### config.mk
export PLATFORM = sky130hd
export DESIGN_NAME = bira_fault_sched
export DESIGN_NICKNAME = d
export VERILOG_FILES = /design/src/rtl/bira_pkg.sv /design/src/rtl/bira_fault_fifo.sv /design/src/rtl/bira_fault_sched.sv
export SDC_FILE = /design/constraint.sdc
export NUM_CORES = 1
export LEC_CHECK = 0
export CORE_MARGIN = 8
export CORE_UTILIZATION = 51
export CTS_CLUSTER_SIZE = 20
export DETAILED_ROUTE_END_ITERATION = 8
export GPL_ROUTABILITY_DRIVEN = 0
export MAX_ROUTING_LAYER = met4
export PLACE_DENSITY_LB_ADDON = 0.2
export SYNTH_ARGS = -nofsm -noshare
export SYNTH_HDL_FRONTEND = slang
export SYNTH_HIERARCHICAL = 1
export SYNTH_SLANG_ARGS = --single-unit
### constraint.sdc
create_clock -name clk -period 4.2 [get_ports clk]
set_input_delay 0.42 -clock clk [delete_from_list [all_inputs] [get_ports clk]]
set_output_delay 0.42 -clock clk [all_outputs]
set_load 0.01 [all_outputs]
### src/rtl/bira_pkg.sv
// Shared widths, fault record and controller state encoding for the BIRA fault front-end.
package bira_pkg;

   localparam int unsigned ROW_W  = 10;
   localparam int unsigned COL_W  = 10;
   localparam int unsigned BNK_W  = 2;
   localparam int unsigned FLAG_W = 8;

   typedef struct packed {
      logic [ROW_W-1:0]  row;
      logic [COL_W-1:0]  col;
      logic [BNK_W-1:0]  bank;
      logic [FLAG_W-1:0] flag;
   } fault_t;

   typedef enum logic [2:0] {
      StIdle,
      StClear,
      StCollect,
      StDrain,
      StTerm,
      StSink,
      StDone
   } state_e;

endpackage

### src/rtl/bira_fault_fifo.sv
// Synchronous fault FIFO; a push while full is accepted when a pop happens in the same cycle.
module bira_fault_fifo
   import bira_pkg::*;
#(
   parameter int unsigned Depth = 4
) (
   input  logic   clk,
   input  logic   rst,
   input  logic   flush,
   input  logic   push,
   input  logic   pop,
   input  fault_t wdata,
   output fault_t rdata,
   output logic   full,
   output logic   empty
);

   localparam int unsigned AW = $clog2(Depth);

   fault_t         mem_q [Depth];
   logic [AW:0]    wptr_q, wptr_d;
   logic [AW:0]    rptr_q, rptr_d;
   logic           do_push, do_pop;

   assign empty = (wptr_q == rptr_q);
   assign full  = (wptr_q[AW] != rptr_q[AW]) && (wptr_q[AW-1:0] == rptr_q[AW-1:0]);
   assign rdata = mem_q[rptr_q[AW-1:0]];

   always_comb begin
      do_pop  = pop & ~empty;
      do_push = push & (~full | do_pop);
      wptr_d  = wptr_q;
      rptr_d  = rptr_q;
      if (flush) begin
         wptr_d = '0;
         rptr_d = '0;
      end else begin
         if (do_push) wptr_d = wptr_q + 1'b1;
         if (do_pop)  rptr_d = rptr_q + 1'b1;
      end
   end

   always_ff @(posedge clk or negedge rst) begin
      if (!rst) begin
         wptr_q <= '0;
         rptr_q <= '0;
      end else begin
         wptr_q <= wptr_d;
         rptr_q <= rptr_d;
      end
   end

   always_ff @(posedge clk) begin
      if (do_push && !flush) mem_q[wptr_q[AW-1:0]] <= wdata;
   end

endmodule

### src/rtl/bira_fault_sched.sv
// BIRA fault CAM front-end: round-robin arbiter, fault FIFO, one-outstanding CAM issue, overflow.
// Build option FAULT_DEDUP_EN drops a popped fault equal to the last issued one.
module bira_fault_sched
   import bira_pkg::*;
#(
   parameter int unsigned NUM_REQ    = 4,
   parameter int unsigned PCAM       = 8,
   parameter int unsigned NPCAM      = 16,
   parameter int unsigned FIFO_DEPTH = 4
) (
   input  logic                      clk,
   input  logic                      rst,
   input  logic                      start,
   input  logic                      bist_done,
   input  logic [NUM_REQ-1:0]        req_valid,
   output logic [NUM_REQ-1:0]        req_ready,
   input  logic [NUM_REQ*ROW_W-1:0]  req_row,
   input  logic [NUM_REQ*COL_W-1:0]  req_col,
   input  logic [NUM_REQ*FLAG_W-1:0] req_col_flag,
   output logic                      cam_valid,
   output logic [ROW_W-1:0]          cam_row_addr,
   output logic [COL_W-1:0]          cam_col_addr,
   output logic [BNK_W-1:0]          cam_bank_addr,
   output logic [FLAG_W-1:0]         cam_col_flag,
   input  logic                      cam_rsp_valid,
   input  logic                      cam_rsp_new_pivot,
   output logic                      cam_early_term,
   output logic                      busy,
   output logic                      done,
   output logic                      unrepairable,
   output logic [3:0]                pivot_cnt,
   output logic [4:0]                nonpivot_cnt,
   output logic [15:0]               fault_cnt
);

   localparam int unsigned RrW       = $clog2(NUM_REQ);
   localparam logic [3:0]  PcamFull  = 4'(PCAM);
   localparam logic [4:0]  NpcamFull = 5'(NPCAM);

   state_e           state_q, state_d;
   logic [RrW-1:0]   rr_q, rr_d;
   logic [3:0]       pivot_q, pivot_d;
   logic [4:0]       nonpivot_q, nonpivot_d;
   logic [15:0]      fault_q, fault_d;
   logic             unrep_q, unrep_d;
   logic             out_q, out_d;

   logic [RrW-1:0]   cand, gnt_idx;
   logic             gnt_found;
   fault_t           push_data, fifo_head;
   logic             fifo_push, fifo_pop, fifo_flush, fifo_full, fifo_empty;
   logic             active, issue, dup, overflow;

   // Rotating priority search starting at rr_q.
   always_comb begin
      cand      = rr_q;
      gnt_found = 1'b0;
      gnt_idx   = rr_q;
      for (int unsigned i = 0; i < NUM_REQ; i++) begin
         if (!gnt_found && req_valid[cand]) begin
            gnt_found = 1'b1;
            gnt_idx   = cand;
         end
         cand = (cand == RrW'(NUM_REQ - 1)) ? '0 : cand + 1'b1;
      end
      push_data = '0;
      for (int unsigned j = 0; j < NUM_REQ; j++) begin
         if (RrW'(j) == gnt_idx) begin
            push_data.row  = req_row[j*ROW_W +: ROW_W];
            push_data.col  = req_col[j*COL_W +: COL_W];
            push_data.flag = req_col_flag[j*FLAG_W +: FLAG_W];
            push_data.bank = BNK_W'(j);
         end
      end
   end

   assign active    = (state_q == StCollect) || (state_q == StDrain);
   assign fifo_push = (state_q == StCollect) && !fifo_full && gnt_found;
   assign fifo_pop  = active && !fifo_empty && !out_q;
   assign issue     = fifo_pop && !dup;

`ifdef FAULT_DEDUP_EN
   fault_t last_q, last_d;
   logic   last_vld_q, last_vld_d;

   always_comb begin
      last_d     = last_q;
      last_vld_d = last_vld_q;
      if (state_q == StClear) begin
         last_vld_d = 1'b0;
      end else if (issue) begin
         last_d     = fifo_head;
         last_vld_d = 1'b1;
      end
   end

   always_ff @(posedge clk or negedge rst) begin
      if (!rst) begin
         last_q     <= '0;
         last_vld_q <= 1'b0;
      end else begin
         last_q     <= last_d;
         last_vld_q <= last_vld_d;
      end
   end

   assign dup = last_vld_q && (fifo_head == last_q);
`else
   assign dup = 1'b0;
`endif

   always_comb begin
      state_d        = state_q;
      rr_d           = rr_q;
      pivot_d        = pivot_q;
      nonpivot_d     = nonpivot_q;
      fault_d        = fault_q;
      unrep_d        = unrep_q;
      out_d          = out_q;
      req_ready      = '0;
      cam_early_term = 1'b0;
      fifo_flush     = 1'b0;
      overflow       = 1'b0;

      if (cam_rsp_valid) out_d = 1'b0;
      if (issue)         out_d = 1'b1;

      if (cam_rsp_valid && active) begin
         if (cam_rsp_new_pivot) begin
            if (pivot_q == PcamFull) overflow = 1'b1;
            else                     pivot_d  = pivot_q + 4'd1;
         end else begin
            if (nonpivot_q == NpcamFull) overflow   = 1'b1;
            else                         nonpivot_d = nonpivot_q + 5'd1;
         end
      end

      if (fifo_push) begin
         req_ready = NUM_REQ'(1) << gnt_idx;
         rr_d      = (gnt_idx == RrW'(NUM_REQ - 1)) ? '0 : gnt_idx + 1'b1;
         if (fault_q != 16'hFFFF) fault_d = fault_q + 16'd1;
      end

      unique case (state_q)
         StIdle, StDone: begin
            if (start) begin
               state_d    = StClear;
               pivot_d    = '0;
               nonpivot_d = '0;
               fault_d    = '0;
               unrep_d    = 1'b0;
            end
         end
         StClear: begin
            cam_early_term = 1'b1;
            fifo_flush     = 1'b1;
            out_d          = 1'b0;
            state_d        = StCollect;
         end
         StCollect: begin
            if (overflow)       state_d = StTerm;
            else if (bist_done) state_d = StDrain;
         end
         StDrain: begin
            if (overflow)                    state_d = StTerm;
            else if (fifo_empty && !out_q)   state_d = StDone;
         end
         StTerm: begin
            cam_early_term = 1'b1;
            unrep_d        = 1'b1;
            fifo_flush     = 1'b1;
            out_d          = 1'b0;
            state_d        = StSink;
         end
         StSink: begin
            // Accept and discard everything so the BIST engines can finish.
            req_ready = '1;
            if (bist_done) state_d = StDone;
         end
         default: state_d = StIdle;
      endcase
   end

   always_ff @(posedge clk or negedge rst) begin
      if (!rst) begin
         state_q    <= StIdle;
         rr_q       <= '0;
         pivot_q    <= '0;
         nonpivot_q <= '0;
         fault_q    <= '0;
         unrep_q    <= 1'b0;
         out_q      <= 1'b0;
      end else begin
         state_q    <= state_d;
         rr_q       <= rr_d;
         pivot_q    <= pivot_d;
         nonpivot_q <= nonpivot_d;
         fault_q    <= fault_d;
         unrep_q    <= unrep_d;
         out_q      <= out_d;
      end
   end

   bira_fault_fifo #(
      .Depth (FIFO_DEPTH)
   ) u_fifo (
      .clk   (clk),
      .rst   (rst),
      .flush (fifo_flush),
      .push  (fifo_push),
      .pop   (fifo_pop),
      .wdata (push_data),
      .rdata (fifo_head),
      .full  (fifo_full),
      .empty (fifo_empty)
   );

   assign cam_valid     = issue;
   assign cam_row_addr  = issue ? fifo_head.row  : '0;
   assign cam_col_addr  = issue ? fifo_head.col  : '0;
   assign cam_bank_addr = issue ? fifo_head.bank : '0;
   assign cam_col_flag  = issue ? fifo_head.flag : '0;
   assign busy          = (state_q != StIdle) && (state_q != StDone);
   assign done          = (state_q == StDone);
   assign unrepairable  = unrep_q;
   assign pivot_cnt     = pivot_q;
   assign nonpivot_cnt  = nonpivot_q;
   assign fault_cnt     = fault_q;

endmodule

==> results of run 1 <==
-- final cells by class --
class                           instances  area, um2
Fill cell                            1217       5170
Sequential cell                       158       4560
Multi-Input combinational cell        495       3580
Timing Repair Buffer                  204       2030
Clock buffer                           17        425
Tap cell                              220        275
Clock inverter                         15        178
Inverter                               19       71.3
Antenna cell                            1       2.50
-- through the flow --
stage               utilization (%)  worst slack [ns]  setup TNS (ns)  cells  total power [W]
CTS                            68.2            0.0466               0   1128           0.0101
global route                   68.2           -0.0211         -0.0311   1129           0.0108
finish                         68.2            0.0830               0   1129           0.0101
detailed placement             64.4             0.194               0   1096          0.00853
global placement               64.4             0.360               0   1096          0.00828
floorplan                         -             0.629               0    715          0.00662
-- worst max path at each step --
stage                  from                   to  slack (ns)  cells after the start
5_1_grt             rr_q[1]         req_ready[2]       -0.02                     10
2_1_floorplan       rr_q[0]  u_fifo/mem_q[0][11]        0.63                     16
3_5_place_dp   req_valid[0]  u_fifo/mem_q[0][29]        0.19                     14
4_1_cts             rr_q[1]         req_ready[0]        0.05                     10
3_3_place_gp   req_valid[0]  u_fifo/mem_q[0][29]        0.36                     14
6_report            rr_q[1]         req_ready[2]        0.08                     10
-- power by group through the flow --
| stage | clock (W) | sequential (W) | combinational (W) |
|---|---|---|---|
| 2_1_floorplan | 0 | 0.00299 | 0.00364 |
| 3_3_place_gp | 0 | 0.00300 | 0.00528 |
| 3_5_place_dp | 0 | 0.00303 | 0.00549 |
| 4_1_cts | 0.00158 | 0.00301 | 0.00556 |
| 5_1_grt | 0.00164 | 0.00305 | 0.00613 |
| 6_report | 0.00155 | 0.00301 | 0.00555 |
-- registers in the layout, indices dropped and copies added, names as in the netlist --
name / flops
rr_q: 2
nonpivot_cnt: 5
out_q: 1
unrepairable: 1
u_fifo/wptr_q: 3
u_fifo/rptr_q: 3
pivot_cnt: 4
fault_cnt: 16
u_fifo/mem_q: 120
state_q: 3
-- synthesized netlist by cell type (8+ instances only) --
| cell type | instances |
|---|---|
| dfrtp_1 | 38 |
| nand2_1 | 75 |
| clkbuf_1 | 27 |
| nand2b_1 | 8 |
| inv_1 | 18 |
| a21oi_1 | 68 |
| mux4_2 | 31 |
| o21ai_0 | 38 |
| nor2_1 | 87 |
| ha_1 | 15 |
| xnor2_1 | 10 |
| and2_1 | 37 |
| edfxtp_1 | 120 |
| nand3_1 | 8 |
| nor2b_1 | 10 |
-- critical path: stages (launching register included) --
cell and delay [ns]:
dfrtp_2 0.49, ha_2 0.49, xnor2_1 0.19, o32a_2 0.23
o221ai_4 0.12, buf_4 0.21, a21o_4 0.23, a22oi_4 0.23
ha_2 0.38, a21o_1 0.15, clkdlybuf4s50_1 0.54
-- repair_timing --
item	CTS	global route
cloned	0	0
setup endpoints to repair	3	3
resized for setup	3	1
hold buffers	0	0
endpoints found under the hold margin	0	0
-- cell families after synthesis --
| kind of cell | share of synthesized area, % |
|---|---|
| AOI/OAI and AO/OA | 12.0 |
| xor gates and xnor gates | 2.08 |
| DFF | 54.4 |
| and+or+nand+nor | 15.2 |
| adders and majority gates | 2.24 |
| buffers and inverters | 3.29 |
| muxes | 10.8 |
-- metal layers --
layer / part of all wire, % / global-route usage [%] / vias up / wire length (um)
met5: 0 / - / - / 0
met4: 1.5 / 7.19 / 0 / 313
met3: 6.3 / 4.42 / 22 / 1340
met2: 50 / 35.2 / 238 / 10600
met1: 42 / 26.3 / 3048 / 9040
li1: - / - / 2978 / -
==> results.toml, run 1 <==
[clock_network]
cts.sinks = 158
root_buffer = "clkbuf_16"
cts_tree = "yes"
htreeDepth = 4
clock_path_buffers = 2
cts_setup_buffers = 0
clk_pin_slew_ns = 0.07
clock_latency_ns = 0.43
cts_made_buffers = 17

[detailed_routing]
wl_um = 21300
routedWlPerCell_um = 18.9
dr.pass1.iters = 6
drc_errors = 0
vias = 6286
routed_via_density = 5.57
drt_iter0_drc = 451
ant_nets = 0

[pwr]
pwr-share-clk_pct = 15.3
power_frac_comb_pct = 54.9
p_sw_w = 0.00419
switching_share_pct = 41.4
p_seq_share_pct = 29.8
p_int_w = 0.00592
power.density_nw_per_um2 = 910
ir_drop_mv = 0.485
power.leakage_nw = 4.08

[worst_setup_path]
worstSetupEndpointType = "output port"
critPathRequiredTime_ns = 3.78
timing.rr.start = "rr_q[1]"
reg2reg_depth = 15
rr_endpoint = "u_fifo/mem_q[0][5]"
ff2ff_setup_slack_ns = 0.37
crit_type = "flip-flop to output port"
cp-start-kind = "flip-flop"
worst_ep_arrival_time_ns = 3.70
crit_fanout = 12

[synth]
async_flop_share_pct = 24.1
synth.distinct_cells = 79
synthTopCellsByArea = "edfxtp_1 43%, dfrtp_1 11%, mux4_2 8.3%, a21oi_1 4.1%, nor2_1 3.9%"
synth_flop_cell = "edfxtp_1"
synthCells = 715
synth_area_leader_cell = "edfxtp_1"
ys_ff_latch = 158
synth_fp_nets = 852
syn_avg_cell_area_um2 = 11.7
synth.top_cell.area_share_pct = 43.1
yosys_warnings = 6
synth_edf_count = 120
synthesis.area_um2 = 8370
ys_seq_area_share_pct = 54.4

[floorplan]
die_h_um = 144
dieArea_um2 = 20800
start_util_pct = 51.4
io_pins = 186
core_area_um2 = 16300
die_w_um = 144
num_rows = 47

[global_route]
grt_pass1_wl_um = 33100
grt_pass1_vias = 6386
overflow = 0
grt_max_degree = 59
grt.total_usage_pct = 21.5
antenna_found_initial = 1

[timing]
maxSlewHeadroom_pct = 31.5
rsz0062_at_grt = "yes"
fmax_ghz = 0.243
whs_ns = 0.0980
fin_worst_skew_ns = 0.00772
finalCritPeriodShare_pct = 98.0
final_hold_viol_count = 0
finalSetupViolCount = 0
worst-slew-pin-transition_ns = 1.03
min_period_ns = 4.12
slew_violations = 0

[placement]
place_area_um2 = 10500
numPortBuffers = 185
hpwlAfterDp_um = 14900

[layout]
final_common_cell = "clkdlybuf4s50_1"
areaGrowthSynthToFinish_pct = 32.8
final_area_um2 = 11100
nets = 1032
final_layout_size_suffix_gt1_share_pct = 13.9
layout_common_cells = "184 x clkdlybuf4s50_1, 120 x edfxtp_1, 87 x nor2_1, 75 x nand2_1, 68 x a21oi_1"

[status]
status = "finished, final reports clean"

[min_path]
hold_path.class = "input pin to async pin"

[job]
cap_violations = 0
Note: power is estimated with default switching activity, not from simulation.
==> inputs of run 2 (changes only) <==
GPL_TIMING_DRIVEN = 0   (was default)
==> results.toml, run 2 (synthesis gave the netlist of run 1 again) <==
[status]
status = "finished, final reports clean"

[timing]
timing.setup.tns_ns = 0
fin_worst_skew_ns = 0.00754
maxSlewHeadroom_pct = 40.6
whs_ns = 0.114
final_hold_viol_count = 0
worst-slew-pin-transition_ns = 0.891
finalSetupViolCount = 0
slew_violations = 0
min_period_ns = 4.04
rsz0062_at_grt = "yes"
fmax_ghz = 0.247
finalCritPeriodShare_pct = 96.3
layout_setup_ws_ns = 0.155

[detailed_routing]
vias = 6385
routed_via_density = 5.53
drc_errors = 0
ant_nets = 0
wl_um = 22100
routedWlPerCell_um = 19.1
dr.pass1.iters = 5
drt_iter0_drc = 493

[layout]
layout_common_cells = "183 x clkdlybuf4s50_1, 120 x edfxtp_1, 87 x nor2_1, 74 x nand2_1, 68 x a21oi_1"
nets = 1059
areaGrowthSynthToFinish_pct = 33.6
final_area_um2 = 11200
fillers = 1201
num_antenna_cells = 0
multi_input_area_um2 = 3580
seq_area_um2 = 4560
final_common_cell = "clkdlybuf4s50_1"
largest_reg_flops = 120
final_layout_size_suffix_gt1_share_pct = 14.0

[worst_setup_path]
crit_type = "flip-flop to output port"
crit_fanout = 13
cp-start-kind = "flip-flop"
reg2reg_depth = 9
timing.rr.start = "u_fifo/rptr_q[0]"
critPathRequiredTime_ns = 3.78
rr_endpoint = "u_fifo/mem_q[2][10]"
critPathSlowestCell = "clkdlybuf4s50_1"
ff2ff_setup_slack_ns = 0.20
slowest_delay_ns = 0.53
worstSetupEndpointType = "output port"
cp_common_cell = "ha_4"
path_cells = "ha_4 -> clkbuf_4 -> o32a_2 -> o221ai_4 -> buf_6 -> and2_1 -> a32o_1 -> ha_4 -> clkbuf_2 -> a21o_1 -> clkdlybuf4s50_1"
worst_ep_arrival_time_ns = 3.62

[placement]
place_ws_ns = -0.374
hpwlAfterDp_um = 15700
place_area_um2 = 10500
numPortBuffers = 185

[job]
cap_violations = 0

[pwr]
power.density_nw_per_um2 = 919
power.leakage_nw = 4.13
ir_drop_mv = 0.572

[global_route]
grt.total_usage_pct = 22.2
grt_pass1_vias = 6411
grt_max_degree = 39
overflow = 0
grt_pass1_wl_um = 33900
antenna_found_initial = 0

[min_path]
hold_path.class = "input pin to async pin"

[clock_network]
cts_tree = "yes"
htreeDepth = 4
cts_made_buffers = 17
root_buffer = "clkbuf_16"
clk_pin_slew_ns = 0.07
clock_latency_ns = 0.43
clock_path_buffers = 2
cts.sinks = 158
holdBufCountCts = 0

[floorplan]
die_h_um = 144
dieArea_um2 = 20800
start_util_pct = 51.4
num_rows = 47
die_w_um = 144
io_pins = 186
core_area_um2 = 16300
==> run 2: repair_timing <==
| action | 4_1_cts | 5_1_grt |
|---|---|---|
| endpoints found under the setup margin | 76 | 164 |
| pin swaps | 1 | 2 |
| setup buffers | 2 | 2 |
| resized for setup | 15 | 9 |
| endpoints found under the hold margin | 0 | 0 |
==> run 2: worst max-delay path by stage <==
stage / slack [ns] / start / end
3_5_place_dp: -0.37 / rr_q[0] / req_ready[1]
3_3_place_gp: -0.37 / rr_q[0] / req_ready[1]
6_report: 0.16 / rr_q[0] / req_ready[2]
4_1_cts: 0.02 / rr_q[0] / req_ready[1]
5_1_grt: -0.08 / u_fifo/rptr_q[0] / u_fifo/mem_q[2][10]
2_1_floorplan: 0.63 / rr_q[0] / u_fifo/mem_q[0][11]
==> run 2: area by class of cell <==
| type | instances | area share [%] |
|---|---|---|
| buffer | 42 | 2.01 |
| clock buffer | 17 | 3.80 |
| clock inverter | 15 | 1.50 |
| inverter | 19 | 0.638 |
| multi-input combinational | 495 | 32.0 |
| sequential | 158 | 40.7 |
| tap | 220 | 2.46 |
| timing repair buffer | 189 | 16.8 |
==> run 2: power breakdown <==
| part | internal [W] | switching (W) | leakage (nW) |
|---|---|---|---|
| clock network | 0.000799 | 0.000699 | 0.288 |
| registers | 0.00280 | 0.000195 | 1.60 |
| logic | 0.00227 | 0.00352 | 2.24 |
| total | 0.00587 | 0.00441 | 4.13 |
==> run 2: through the flow <==
step	std cells	total power, W	utilization (%)
after floorplan	715	0.00662	-
after global placement	1120	0.00852	64.4
after detailed placement	1120	0.00862	64.4
after CTS	1153	0.0103	68.5
after global routing	1155	0.0110	68.6
final	1155	0.0103	68.6
==> run 2: layer usage <==
metal | GRT usage, % | part of all wire [%] | up-vias
li1 | - | - | 3030
met1 | 28.8 | 43 | 3081
met2 | 34.3 | 48 | 255
met3 | 4.46 | 7.2 | 19
met4 | 7.75 | 1.3 | 0
met5 | - | 0 | -
==> run 2: worst max-delay path: cells and delay by family, from the launching register on <==
family                     cells  cell delay [ns]
AOI/OAI and AO/OA              4             0.94
and+or+nand+nor                1             0.17
buffers and inverters          4             1.14
DFF                            1             0.43
adders and majority gates      2             0.51
==> inputs of run 3 (changes only) <==
GPL_TIMING_DRIVEN = default   (was 0)
==> results of run 3 <==
The final DEF is identical to that of run 1; final timing and power are the same.
